==> config.mk <==
export PLATFORM = sky130hd
export DESIGN_NAME = pix_framer
export DESIGN_NICKNAME = d
export VERILOG_FILES = /design/src/rtl/pix_framer_pkg.sv /design/src/rtl/pix_queue.sv /design/src/rtl/pix_framer.sv
export SDC_FILE = /design/constraint.sdc
export NUM_CORES = 1
export LEC_CHECK = 0
export ABC_AREA = 1
export CORE_MARGIN = 2
export CORE_UTILIZATION = 55
export DETAILED_ROUTE_END_ITERATION = 10
export PLACE_DENSITY_LB_ADDON = 0.12
export SETUP_SLACK_MARGIN = 0.15
export SYNTH_ARGS = -nofsm -noshare
export SYNTH_HDL_FRONTEND = slang
export SYNTH_HIERARCHICAL = 1
export SYNTH_SLANG_ARGS = --single-unit
==> constraint.sdc <==
create_clock -name clk_160M -period 4.28 [get_ports clk_160M]
set_input_delay 1.284 -clock clk_160M [delete_from_list [all_inputs] [get_ports clk_160M]]
set_output_delay 1.284 -clock clk_160M [all_outputs]
set_load 0.01 [all_outputs]
==> src/rtl/pix_framer_pkg.sv <==
// Shared types and constants for the pixel line framer.
// Line length in bytes depends on whether PIX_FRAMER_CSUM_EN is defined.
package pix_framer_pkg;

    typedef enum logic [3:0] {
        ST_IDLE,
        ST_SYNC_H,
        ST_SYNC_L,
        ST_CNT_H,
        ST_CNT_L,
        ST_PIX_H,
        ST_PIX_L,
        ST_CSUM_H,
        ST_CSUM_L
    } framer_state_t;

    localparam logic [15:0] PAD_WORD  = 16'hFFFF;
    localparam int          HDR_BYTES = 4;
`ifdef PIX_FRAMER_CSUM_EN
    localparam int          TRL_BYTES = 2;
`else
    localparam int          TRL_BYTES = 0;
`endif

    function automatic int line_bytes(input int npix);
        return HDR_BYTES + TRL_BYTES + 2 * npix;
    endfunction

endpackage

==> src/rtl/pix_queue.sv <==
// First-word-fall-through pixel queue: head visible on pop_dat while !empty.
// Push is ignored when full, pop when empty; flush empties it in one cycle.
module pix_queue #(
    parameter int DEPTH = 4,
    parameter int W     = 16
) (
    input  logic         clk,
    input  logic         rst_n,
    input  logic         push,
    input  logic [W-1:0] push_dat,
    input  logic         pop,
    input  logic         flush,
    output logic [W-1:0] pop_dat,
    output logic         full,
    output logic         empty
);

    localparam int AW = $clog2(DEPTH);

    logic [W-1:0] r_mem [DEPTH];
    logic [AW:0]  r_wr_ptr;
    logic [AW:0]  r_rd_ptr;
    logic         w_do_push;
    logic         w_do_pop;

    assign empty     = (r_wr_ptr == r_rd_ptr);
    assign full      = (r_wr_ptr[AW] != r_rd_ptr[AW]) &&
                       (r_wr_ptr[AW-1:0] == r_rd_ptr[AW-1:0]);
    assign pop_dat   = r_mem[r_rd_ptr[AW-1:0]];
    assign w_do_push = push && !full && !flush;
    assign w_do_pop  = pop && !empty && !flush;

    always_ff @(posedge clk or negedge rst_n) begin
        if (!rst_n) begin
            r_wr_ptr <= '0;
            r_rd_ptr <= '0;
        end else if (flush) begin
            r_rd_ptr <= r_wr_ptr;
        end else begin
            if (w_do_push) r_wr_ptr <= r_wr_ptr + (AW+1)'(1);
            if (w_do_pop)  r_rd_ptr <= r_rd_ptr + (AW+1)'(1);
        end
    end

    always_ff @(posedge clk) begin
        if (w_do_push) r_mem[r_wr_ptr[AW-1:0]] <= push_dat;
    end

endmodule

==> src/rtl/pix_framer.sv <==
// Frames CCD lines into sync/line-number/pixel bytes for the TX FIFO; pads overrun lines to NPIX.
// PIX_FRAMER_CSUM_EN appends a 16-bit sum of the emitted pixel words after the pixels.
module pix_framer
    import pix_framer_pkg::*;
#(
    parameter int          NPIX      = 2048,
    parameter int          QDEPTH    = 4,
    parameter logic [15:0] SYNC_WORD = 16'hA55A
) (
    input  logic        clk_160M,
    input  logic        nrst,
    input  logic        en,
    input  logic        pix_valid,
    input  logic [15:0] pix_data,
    input  logic        pix_first,
    output logic        tx_wrreq,
    output logic [7:0]  tx_data,
    input  logic        tx_full,
    output logic [15:0] line_cnt,
    output logic        busy,
    output logic        overflow,
    output logic        sync_err
);

    localparam logic [15:0] NPIX_W   = 16'(NPIX);
    localparam logic [15:0] LAST_IDX = 16'(NPIX - 1);
`ifdef PIX_FRAMER_CSUM_EN
    localparam framer_state_t ST_AFTER_PIX = ST_CSUM_H;
`else
    localparam framer_state_t ST_AFTER_PIX = ST_IDLE;
`endif

    framer_state_t r_state;
    framer_state_t w_next;
    logic [15:0]   r_line_cnt;
    logic [15:0]   r_in_cnt;
    logic [15:0]   r_out_cnt;
    logic [7:0]    r_word_lo;
    logic          r_pad;
    logic          r_start_pend;
    logic          r_overflow;
    logic          r_sync_err;
`ifdef PIX_FRAMER_CSUM_EN
    logic [15:0]   r_csum;
`endif

    logic          w_q_full;
    logic          w_q_empty;
    logic [15:0]   w_q_dat;
    logic          w_push;
    logic          w_pop;
    logic          w_flush;
    logic          w_ready;
    logic          w_wr;
    logic          w_final;
    logic          w_start;
    logic          w_in_line;
    logic          w_acc;
    logic [15:0]   w_pix_word;
    logic [7:0]    w_byte;

    pix_queue #(.DEPTH(QDEPTH), .W(16)) u_queue (
        .clk      (clk_160M),
        .rst_n    (nrst),
        .push     (w_push),
        .push_dat (pix_data),
        .pop      (w_pop),
        .flush    (w_flush),
        .pop_dat  (w_q_dat),
        .full     (w_q_full),
        .empty    (w_q_empty)
    );

    assign w_pix_word = r_pad ? PAD_WORD : w_q_dat;

    always_comb begin
        w_byte  = 8'h00;
        w_ready = 1'b0;
        case (r_state)
            ST_SYNC_H: begin w_byte = SYNC_WORD[15:8];  w_ready = 1'b1; end
            ST_SYNC_L: begin w_byte = SYNC_WORD[7:0];   w_ready = 1'b1; end
            ST_CNT_H:  begin w_byte = r_line_cnt[15:8]; w_ready = 1'b1; end
            ST_CNT_L:  begin w_byte = r_line_cnt[7:0];  w_ready = 1'b1; end
            ST_PIX_H: begin
                w_ready = r_pad || !w_q_empty;
                if (w_ready) w_byte = w_pix_word[15:8];
            end
            ST_PIX_L:  begin w_byte = r_word_lo;        w_ready = 1'b1; end
`ifdef PIX_FRAMER_CSUM_EN
            ST_CSUM_H: begin w_byte = r_csum[15:8];     w_ready = 1'b1; end
            ST_CSUM_L: begin w_byte = r_csum[7:0];      w_ready = 1'b1; end
`endif
            default: ;
        endcase
    end

    assign w_wr  = w_ready && !tx_full;
    assign w_pop = (r_state == ST_PIX_H) && w_wr && !r_pad;
`ifdef PIX_FRAMER_CSUM_EN
    assign w_final = (r_state == ST_CSUM_L) && w_wr;
`else
    assign w_final = (r_state == ST_PIX_L) && (r_out_cnt == LAST_IDX) && w_wr;
`endif

    // A line may start from IDLE or on the cycle its predecessor writes its last byte.
    assign w_start   = pix_valid && pix_first && en &&
                       (((r_state == ST_IDLE) && !r_start_pend) || w_final);
    assign w_in_line = ((r_state != ST_IDLE) || r_start_pend) && !w_final;
    assign w_acc     = pix_valid && w_in_line && !r_pad && (r_in_cnt != NPIX_W);
    assign w_push    = w_start || (w_acc && !w_q_full);
    assign w_flush   = w_acc && w_q_full;

    always_comb begin
        w_next = r_state;
        case (r_state)
            ST_IDLE:   if (w_start || r_start_pend) w_next = ST_SYNC_H;
            ST_SYNC_H: if (w_wr) w_next = ST_SYNC_L;
            ST_SYNC_L: if (w_wr) w_next = ST_CNT_H;
            ST_CNT_H:  if (w_wr) w_next = ST_CNT_L;
            ST_CNT_L:  if (w_wr) w_next = ST_PIX_H;
            ST_PIX_H:  if (w_wr) w_next = ST_PIX_L;
            ST_PIX_L:  if (w_wr) w_next = (r_out_cnt == LAST_IDX) ? ST_AFTER_PIX : ST_PIX_H;
`ifdef PIX_FRAMER_CSUM_EN
            ST_CSUM_H: if (w_wr) w_next = ST_CSUM_L;
            ST_CSUM_L: if (w_wr) w_next = ST_IDLE;
`endif
            default:   w_next = ST_IDLE;
        endcase
    end

    always_ff @(posedge clk_160M or negedge nrst) begin
        if (!nrst) begin
            r_state      <= ST_IDLE;
            r_line_cnt   <= 16'h0000;
            r_in_cnt     <= 16'h0000;
            r_out_cnt    <= 16'h0000;
            r_word_lo    <= 8'h00;
            r_pad        <= 1'b0;
            r_start_pend <= 1'b0;
            r_overflow   <= 1'b0;
            r_sync_err   <= 1'b0;
`ifdef PIX_FRAMER_CSUM_EN
            r_csum       <= 16'h0000;
`endif
        end else begin
            r_state      <= w_next;
            r_start_pend <= w_start && (r_state != ST_IDLE);

            if (w_start) begin
                r_in_cnt <= 16'd1;
                r_pad    <= 1'b0;
            end else if (w_push) begin
                r_in_cnt <= r_in_cnt + 16'd1;
            end else if (w_flush) begin
                r_pad      <= 1'b1;
                r_overflow <= 1'b1;
            end
            if (w_acc && pix_first) r_sync_err <= 1'b1;

            if ((r_state == ST_IDLE) && (w_next == ST_SYNC_H)) begin
                r_out_cnt <= 16'h0000;
`ifdef PIX_FRAMER_CSUM_EN
                r_csum    <= 16'h0000;
`endif
            end
            if ((r_state == ST_PIX_H) && w_wr) begin
                r_word_lo <= w_pix_word[7:0];
`ifdef PIX_FRAMER_CSUM_EN
                r_csum    <= r_csum + w_pix_word;
`endif
            end
            if ((r_state == ST_PIX_L) && w_wr) r_out_cnt <= r_out_cnt + 16'd1;
            if (w_final) r_line_cnt <= r_line_cnt + 16'd1;
        end
    end

    assign tx_wrreq = w_wr;
    assign tx_data  = w_byte;
    assign line_cnt = r_line_cnt;
    assign busy     = (r_state != ST_IDLE);
    assign overflow = r_overflow;
    assign sync_err = r_sync_err;

endmodule

==> results of run 1 <==
[layout by cell type (no fill, tap or decap), types with 5 or more instances in the layout]
| master | instances |
|---|---|
| o2111ai_1 | 6 |
| buf_4 | 13 |
| clkinvlp_4 | 5 |
| nand3_2 | 5 |
| ha_1 | 9 |
| o21ai_0 | 67 |
| nand2_1 | 156 |
| xnor2_1 | 12 |
| o22ai_1 | 21 |
| inv_2 | 8 |
| inv_1 | 68 |
| edfxtp_1 | 64 |
| dfrtp_1 | 70 |
| a21oi_1 | 22 |
| nand2_2 | 6 |
| xor2_1 | 29 |
| nand4_1 | 12 |
| nor3_1 | 15 |
| clkbuf_16 | 17 |
| nand3_1 | 44 |
| nor2_1 | 88 |
| clkdlybuf4s50_1 | 48 |
[kinds of logic (layout without fill, tap and decap cells)]
family | after synthesis | count (layout)
xor+xnor | 42 | 42
compound gates | 128 | 128
fa+ha+maj | 9 | 9
flops | 134 | 134
simple gates | 339 | 339
other cells | 1 | 1
mux | 1 | 1
buf+inv | 100 | 170
[through the flow]
step / cells / hold slack, ns / area [µm²] / power [µW]
floorplan: 754 / 0.453 / 6840 / 2340
global placement: 963 / 0.464 / 7530 / 2560
detailed placement: 963 / 0.458 / 7530 / 2590
CTS: 992 / 0.470 / 8040 / 3860
global route: 992 / 0.490 / 8040 / 4050
finish: 992 / 0.467 / 8040 / 3830
[registers in the layout (all words and copies together), names as in the netlist]
| register | cells |
|---|---|
| sync_err | 1 |
| r_start_pend | 1 |
| r_pad | 1 |
| u_queue/r_rd_ptr | 3 |
| r_word_lo | 8 |
| r_in_cnt | 16 |
| r_state | 4 |
| u_queue/r_wr_ptr | 3 |
| line_cnt | 16 |
| u_queue/r_mem | 64 |
| overflow | 1 |
| r_out_cnt | 16 |
[per-layer routing]
metal  vias to the layer above  wire length (µm)  GRT usage
li1                       2643                 -          -
met1                      2597              6610      0.307
met2                       113              7780      0.428
met3                        25               469     0.0523
met4                         0               284     0.0867
met5                         -                 0          0
[area by class of cell]
class,count,area [µm²]
Multi-Input combinational cell,520,2740
Inverter,78,300
Clock inverter,12,83.8
Clock buffer,17,425
Sequential cell,134,3670
Timing Repair Buffer,63,603
Tap cell,168,210
Fill cell,986,4020
[critical path, cell delays in order (launching register included)]
cell and delay [ns]:
dfrtp_1 0.47, inv_6 0.10, nand2_1 0.09, nand2_2 0.07
nand3_2 0.08, inv_1 0.04, nand2_1 0.08, nand3_2 0.16
inv_1 0.22, o21ai_0 0.16, o2111ai_1 0.16, clkdlybuf4s50_1 0.60
[report_power, final]
part,total [µW],internal [µW],switching (µW)
combinational,899,326,573
sequential,1670,1530,138
clock,1260,726,534
total,3830,2580,1250
[how the worst min path moves through the flow]
| stage | start | to | slack (ns) | depth (start not counted) |
|---|---|---|---|---|
| final | sync_err | sync_err | 0.47 | 1 |
| after global routing | sync_err | sync_err | 0.49 | 1 |
| after CTS | sync_err | sync_err | 0.47 | 1 |
| after detailed placement | sync_err | sync_err | 0.46 | 1 |
| after global placement | sync_err | sync_err | 0.46 | 1 |
| after floorplan | r_word_lo[3] | r_word_lo[3] | 0.45 | 2 |
==> run metrics, run 1 <==
multiplexer share of the synthesized area 0.00146; fin crit share 0.923; Final Critical Period about 3.9 ns; global-route usage over all layers 0.247; vias in the first global route around 5.3k; Skew-Pair Late Insertion Delay 0.42 ns; WL per Instance 15.3 µm; startpoint types flip-flop; Peak Freq 0.253 GHz; register area share after synthesis 0.537; kind of critical path flip-flop to output pin; DR vias/cell between 5 and 6; Antenna diodes 0; Initial Util 0.567; CP Capture Type output pin; # setup viols final 0; main flop type after synthesis dfrtp_1; Synth Area per Inst 9.07 µm²; synth cell count leaders nand2_1 (156), nor2_1 (88), dfrtp_1 (70); relative slew slack 0.407; initial antenna violation count 0; cts repair resizes 0; CP arrival 2.67 ns; Setup TNS 0 ns; Area contributors post-synth edfxtp_1 (28%), dfrtp_1 (26%), nand2_1 (8.6%); complex-gate fraction of the synthesized area 0.107; TritonCTS clock tree yes; drt first pass iters 5; worst r2r path cells 17; hold_buf cts 0; post-CTS setup buffers 0; FFs w/ async S/R, synth 0.522; status completed; share of cells above drive strength 1 0.0983; leading area contributor after synthesis edfxtp_1; setup ws final 0.330 ns; most used standard cell by instance count after synthesis nand2_1; Peak VDD IR about 0.40 mV; Adder-Cell Fraction of Synth Area 0.0165; Pins Over Slew Limit 0; Die W around 120 µm; synthesized flop and latch total 134; Worst-path clk slew 0.06 ns; Crit Path Max Fanout 17; worst slew pin tran 0.889 ns; largest net degree at the start of global routing 38; post-synthesis cell area 6840 µm²; r2r setup slk 1.38 ns; DRT iter0 DRCs 419; post-synth top area share 0.281; Leakage 0.00341 µW; GRT Residual Overflow 0; Clock Sinks 134; IO buf count between 40 and 50; Reg2Reg Capture Point u_queue/r_mem[1][12]; Post-Synth Simple-Gate Area 0.221; Final nets 845; Worst EP required 3.00 ns; Layout area overhead 17.5%; DRC Markers 0; CTS root buf clkbuf_16; die area between 10000 and 15000 µm²; power per cell area 476 nW/µm²; H-tree levels 4; clock buffer depth 2; main combinational cell family by area after synthesis simple AND/OR/NAND/NOR gates; Reg2Reg Launch Point u_queue/r_rd_ptr[1]; Final Hold Fails 0; Final Util 0.666; CP startpoint u_queue/r_rd_ptr[1]; yosys warns 6; Inserted Clock Buffers 17; RePlAce Congestion between 0.8 and 0.9; total wire length 15100 µm; # IOs 50; Core Box Area 12100 µm²; Hold Path Class flip-flop to flip-flop; Net Count, Synth ~790; Setup Skew 0.00785 ns; Die H 116 µm; pre-CTS worst setup slack about 0.49 ns; RSZ-0062 raised after global routing no; Mapped Cells 754; Routed Antenna Nets 0; site row count 40; Max Cap Violations 0; global-route wire length before repair around 25000 µm; Critical Path End tx_data[2]; library cells used by synthesis 43; XOR/XNOR Fraction of Synth Area 0.0549; EDFF count, synth between 60 and 70; vias post-DR 5378; hpwl dp 10700 µm
Power figures use the tool's default switching activity.
==> inputs of run 2 (changes only) <==
==> constraint.sdc (replaced) <==
create_clock -name clk_160M -period 4.28 [get_ports clk_160M]
set_input_delay 0.856 -clock clk_160M [delete_from_list [all_inputs] [get_ports clk_160M]]
set_output_delay 0.856 -clock clk_160M [all_outputs]
set_load 0.01 [all_outputs]
==> run metrics, run 2 (synthesis results as in run 1) <==
hpwl dp 11100 µm (+4.4%); Antenna diodes 0 (unchanged); relative slew slack 0.457 (+0.0499); Core Box Area 12100 µm² (unchanged); H-tree levels 4 (unchanged); status completed; GRT Residual Overflow 0 (unchanged); commonest cells after routing, fill and taps aside nand2_1 (156), nor2_1 (88), dfrtp_1 (70); # setup viols final 0 (unchanged); CP most frequent cell o21ai_0; kind of critical path flip-flop to output pin; worst r2r path cells 16 (-1); vias post-DR 5378 (unchanged); Setup Skew 0.00867 ns (+0.000813 ns); Pins Over Slew Limit 0 (unchanged); vias in the first global route 5270 (+0.38%); Largest register FFs 64 (unchanged); share of cells above drive strength 1 0.0949 (-0.00341); r2r setup slk 1.11 ns (-0.27 ns); site row count 40 (unchanged); Peak Freq 0.281 GHz (+11%); CP arrival 2.70 ns (+0.03 ns); Total Power 3910 µW (+2.0%); Crit Path Max Fanout 32 (+15); Reg2Reg Launch Point u_queue/r_rd_ptr[1]; drt first pass iters 5 (unchanged); Skew-Pair Late Insertion Delay 0.43 ns (about the same); DRC Markers 0 (unchanged); fin crit share 0.831 (-0.0914); # IOs 50 (unchanged); RePlAce Congestion 0.990 (+16%); die area 13300 µm² (unchanged); Worst-path clk slew 0.06 ns (about the same); Final Hold Fails 0 (unchanged); CTS root buf clkbuf_16; Hold Path Class input port to async pin; Clock Sinks 134 (unchanged); DR vias/cell 5.43 (+0.20%); hold_buf cts 0 (unchanged); Worst EP required 3.42 ns (+0.42 ns); Inserted Clock Buffers 17 (unchanged); Setup TNS 0 ns (unchanged); Layout area overhead 17.5% (unchanged); global-route wire length before repair 25700 µm (+1.1%); commonest non-fill, non-tap cell in the layout nand2_1; initial antenna violation count 0 (unchanged); Slowest-stage cell, CP inv_1; clock buffer depth 2 (unchanged); WL per Instance 15.7 µm (+2.9%); Leakage 0.00340 µW (about the same); worst slew pin tran 0.813 ns (-0.0758 ns); RSZ-0062 raised after global routing no; Initial Util 0.567 (unchanged); post-CTS setup buffers 0 (unchanged); Peak VDD IR 0.469 mV (+16%); buffers plus inverters on the worst setup path 2 (-2); global-route usage over all layers 0.254 (+0.00710); cell chain of the critical path inv_1 > o21ai_0 > o22ai_1 > o21ai_0 > o2111ai_1 > clkdlybuf4s50_1; CP Capture Type output pin; Final Critical Period 3.56 ns (-0.391 ns); Die H 116 µm (unchanged); delay-heaviest family, CP buffers and inverters; startpoint types flip-flop; largest net degree at the start of global routing 42 (+11%); CP max stage delay 0.63 ns (+0.03 ns); total wire length 15600 µm (+2.7%); Die W 116 µm (unchanged); Reg2Reg Capture Point u_queue/r_mem[1][5]; Final nets 841 (-0.47%); cts repair resizes 0 (unchanged); TritonCTS clock tree yes; IO buf count 49 (unchanged); Routed Antenna Nets 0 (unchanged); DRT iter0 DRCs 360 (-14%); power per cell area 486 nW/µm² (+2.0%); Max Cap Violations 0 (unchanged)
[run 2: power by group]
group          internal (µW)  switching [µW]
clock                    799             561
combinational            311             565
sequential              1530             139
[run 2: area by class of cell]
cell class	count	area (µm²)
clock inverters	13	123
flip-flops and latches	134	3670
well taps	168	210
repair buffers	59	561
inverters	78	300
clock buffers	18	429
fillers	974	4020
multi-input cells	520	2740
[run 2: worst max-delay path by stage]
| stage | endpoint | start | cells past startpoint | slack (ns) |
|---|---|---|---|---|
| after floorplan | u_queue/r_mem[0][0] | u_queue/r_rd_ptr[0] | 15 | 1.25 |
| after global placement | u_queue/r_mem[3][8] | pix_valid | 8 | 0.92 |
| after detailed placement | u_queue/r_mem[0][8] | pix_valid | 8 | 0.89 |
| after CTS | tx_data[7] | u_queue/r_rd_ptr[0] | 6 | 0.70 |
| after global routing | tx_data[7] | u_queue/r_rd_ptr[0] | 6 | 0.47 |
| final | tx_data[7] | u_queue/r_rd_ptr[0] | 6 | 0.72 |
[run 2: worst register-to-register path: cells and delay by family (launching register included)]
family                 cells  cell delay [ns]
and+or+nand+nor           11             1.51
buffers and inverters      4             0.64
AOI/OAI and AO/OA          1             0.39
DFF                        1             0.32
[run 2: metal layers]
layer | vias to the layer above | track usage | share of wire
li1 | 2642 | - | -
met1 | 2574 | 0.335 | 0.44
met2 | 139 | 0.405 | 0.50
met3 | 23 | 0.0706 | 0.050
met4 | 0 | 0.0908 | 0.013
met5 | - | 0 | 0
[run 2: through the flow]
step	setup slack, ns	hold slack (ns)	instance area (µm²)	utilization	cells
floorplan	1.25	0.453	6840	-	754
global placement	0.921	0.471	7490	0.621	959
detailed placement	0.889	0.474	7490	0.621	959
CTS	0.699	0.476	8040	0.666	990
global route	0.465	0.497	8040	0.666	990
finish	0.721	0.458	8040	0.666	990
==> inputs of run 3 (changes only) <==
--- a/config.mk
+++ b/config.mk
@@ -7,7 +7,7 @@
 export LEC_CHECK = 0
 export ABC_AREA = 1
 export CORE_MARGIN = 2
-export CORE_UTILIZATION = 55
+export CORE_UTILIZATION = 53
 export DETAILED_ROUTE_END_ITERATION = 10
 export PLACE_DENSITY_LB_ADDON = 0.12
 export SETUP_SLACK_MARGIN = 0.15
==> constraint.sdc (replaced) <==
create_clock -name clk_160M -period 3.1 [get_ports clk_160M]
set_input_delay 0.62 -clock clk_160M [delete_from_list [all_inputs] [get_ports clk_160M]]
set_output_delay 0.62 -clock clk_160M [all_outputs]
set_load 0.01 [all_outputs]
==> run metrics, run 3 (synthesis results as in run 1) <==
status completed; Final nets 851 (+1.2%); Leakage 0.00350 µW (+2.8%); Peak Freq ~0.35 GHz; Die H 118 µm (+1.8%); site row count 41 (+2.5%); TritonCTS clock tree yes; area of the multi-input gates 2750 µm² (+0.46%); total wire length 15300 µm (-1.8%); clock buffer depth 2 (unchanged); commonest non-fill, non-tap cell in the layout nand2_1; DRT iter0 DRCs 452 (+26%); Setup Skew 0.00844 ns (-0.000223 ns); power per cell area 687 nW/µm² (+41%); final hold slack 0.248 ns (-0.209 ns); CP Capture Type output pin; DRC Markers 0 (unchanged); Pins Over Slew Limit 0 (unchanged); RePlAce Congestion 0.854 (-14%); Skew-Pair Late Insertion Delay 0.42 ns (about the same); Crit Path Max Fanout 6 (-81%); kind of critical path flip-flop to output pin; cell chain of the critical path inv_2 > nand2_1 > nand2_2 > nand3_2 > inv_1 > nand2_1 > nand3_4 > inv_2 > buf_4 > o21ai_0 > o2111ai_1 > clkdlybuf4s15_1; Largest register FFs 64 (unchanged); Initial Util 0.542 (-0.0251); delay-heaviest family, CP buffers and inverters; H-tree levels 4 (unchanged); initial antenna violation count 0 (unchanged); Peak VDD IR 0.620 mV (+32%); CP arrival 2.22 ns (-0.48 ns); Max Cap Violations 0 (unchanged); Sequential cell area 3680 µm² (+0.10%); # setup viols final 0 (unchanged); CTS root buf clkbuf_16; Setup TNS 0 ns (unchanged); Worst-path clk slew 0.06 ns (about the same); Routed Antenna Nets 0 (unchanged); Layout area overhead 20.0%; global-route wire length before repair 25300 µm (-1.8%); drt first pass iters 5 (unchanged); fin crit share 0.915; vias post-DR 5421 (+0.80%); DR vias/cell 5.39 (-0.70%); buffers plus inverters on the worst setup path 5 (+3); # IOs 50 (unchanged); Worst EP required 2.48 ns (-0.94 ns); share of cells above drive strength 1 0.116 (+0.0216); Final Util 0.650 (-0.0162); Die W 118 µm (+1.8%); Final Hold Fails 0 (unchanged); Core Box Area 12600 µm² (+4.6%); worst slew pin tran 0.723 ns (-0.0901 ns); global-route usage over all layers 0.229 (-0.0243); hpwl dp 10800 µm (-3.5%); IO buf count 49 (unchanged); Inserted Clock Buffers 17 (unchanged); GRT Residual Overflow 0 (unchanged); FILL cells 1072 (+10%); Final Critical Period 2.84 ns; relative slew slack 0.518 (+0.0607); largest net degree at the start of global routing 43 (+2.4%); die area 13800 µm² (+3.6%); Antenna diodes 0 (unchanged); WL per Instance 15.2 µm (-3.3%); hold_buf cts 0 (unchanged); vias in the first global route 5244 (-0.49%); Slowest-stage cell, CP dfrtp_1; commonest cells after routing, fill and taps aside nand2_1 (156), nor2_1 (86), o21ai_0 (67), dfrtp_1 (67), inv_1 (66); startpoint types flip-flop; CP max stage delay 0.43 ns (-0.20 ns); Clock Sinks 134 (unchanged); RSZ-0062 raised after global routing yes; Hold Path Class input port to async pin
[run 3: changes by cell type in the layout (fill, tap and decap cells not counted), sizes merged]
cell,before,now
bufinv,1,3
clkdlybuf4s15,0,5
clkinvlp,4,3
dlygate4sd2,0,3
clkdlybuf4s50,48,39
buf,11,21
clkinv,4,7
inv,82,80
[run 3: final timing paths]
path	from	end	slack, ns	cells past startpoint
setup / recovery	u_queue/r_wr_ptr[1]	tx_data[0]	0.26	12
min in group clk_160M	sync_err	sync_err	0.48	1
max in group asynchronous	nrst	u_queue/r_wr_ptr[2]	2.15	2
hold reg to reg	sync_err	sync_err	0.48	1
setup reg to reg	u_queue/r_wr_ptr[1]	u_queue/r_mem[0][12]	0.36	17
hold / removal	nrst	line_cnt[9]	0.25	1
[run 3: cell type report]
| class | count | area share |
|---|---|---|
| Inverter | 78 | 0.0366 |
| Clock buffer | 17 | 0.0518 |
| Multi-Input combinational cell | 520 | 0.336 |
| Clock inverter | 15 | 0.0218 |
| Sequential cell | 134 | 0.448 |
| Timing Repair Buffer | 69 | 0.0797 |
| Tap cell | 172 | 0.0262 |
[run 3: routing by layer]
metal  up-vias  part of all wire  global-route usage
li1       2659                 -                   -
met1      2623              0.44               0.292
met2       114              0.51               0.386
met3        25             0.034              0.0460
met5         -                 0                   0
met4         0             0.021              0.0949
[run 3: metrics by stage]
stage / power [µW] / setup WS, ns / area (µm²) / cells
6_report: 5630 / 0.264 / 8210 / 1005
5_1_grt: 5950 / 0.113 / 8210 / 1005
4_1_cts: 5650 / 0.124 / 8160 / 1003
3_5_place_dp: 3590 / 0.239 / 7560 / 970
3_3_place_gp: 3530 / 0.322 / 7560 / 970
2_1_floorplan: 3230 / 0.0730 / 6840 / 754
[run 3: report_power, final]
part / total (µW) / internal, µW / switching (µW)
Sequential: 2300 / 2120 / 181
Combinational: 1290 / 473 / 818
Clock: 2050 / 1270 / 779
Total: 5630 / 3860 / 1780
[run 3: what timing repair did]
item,in CTS,in global routing
resized for setup,14,15
endpoints found under the setup margin,9,70
pin swaps,0,3
buffers inserted,1,2
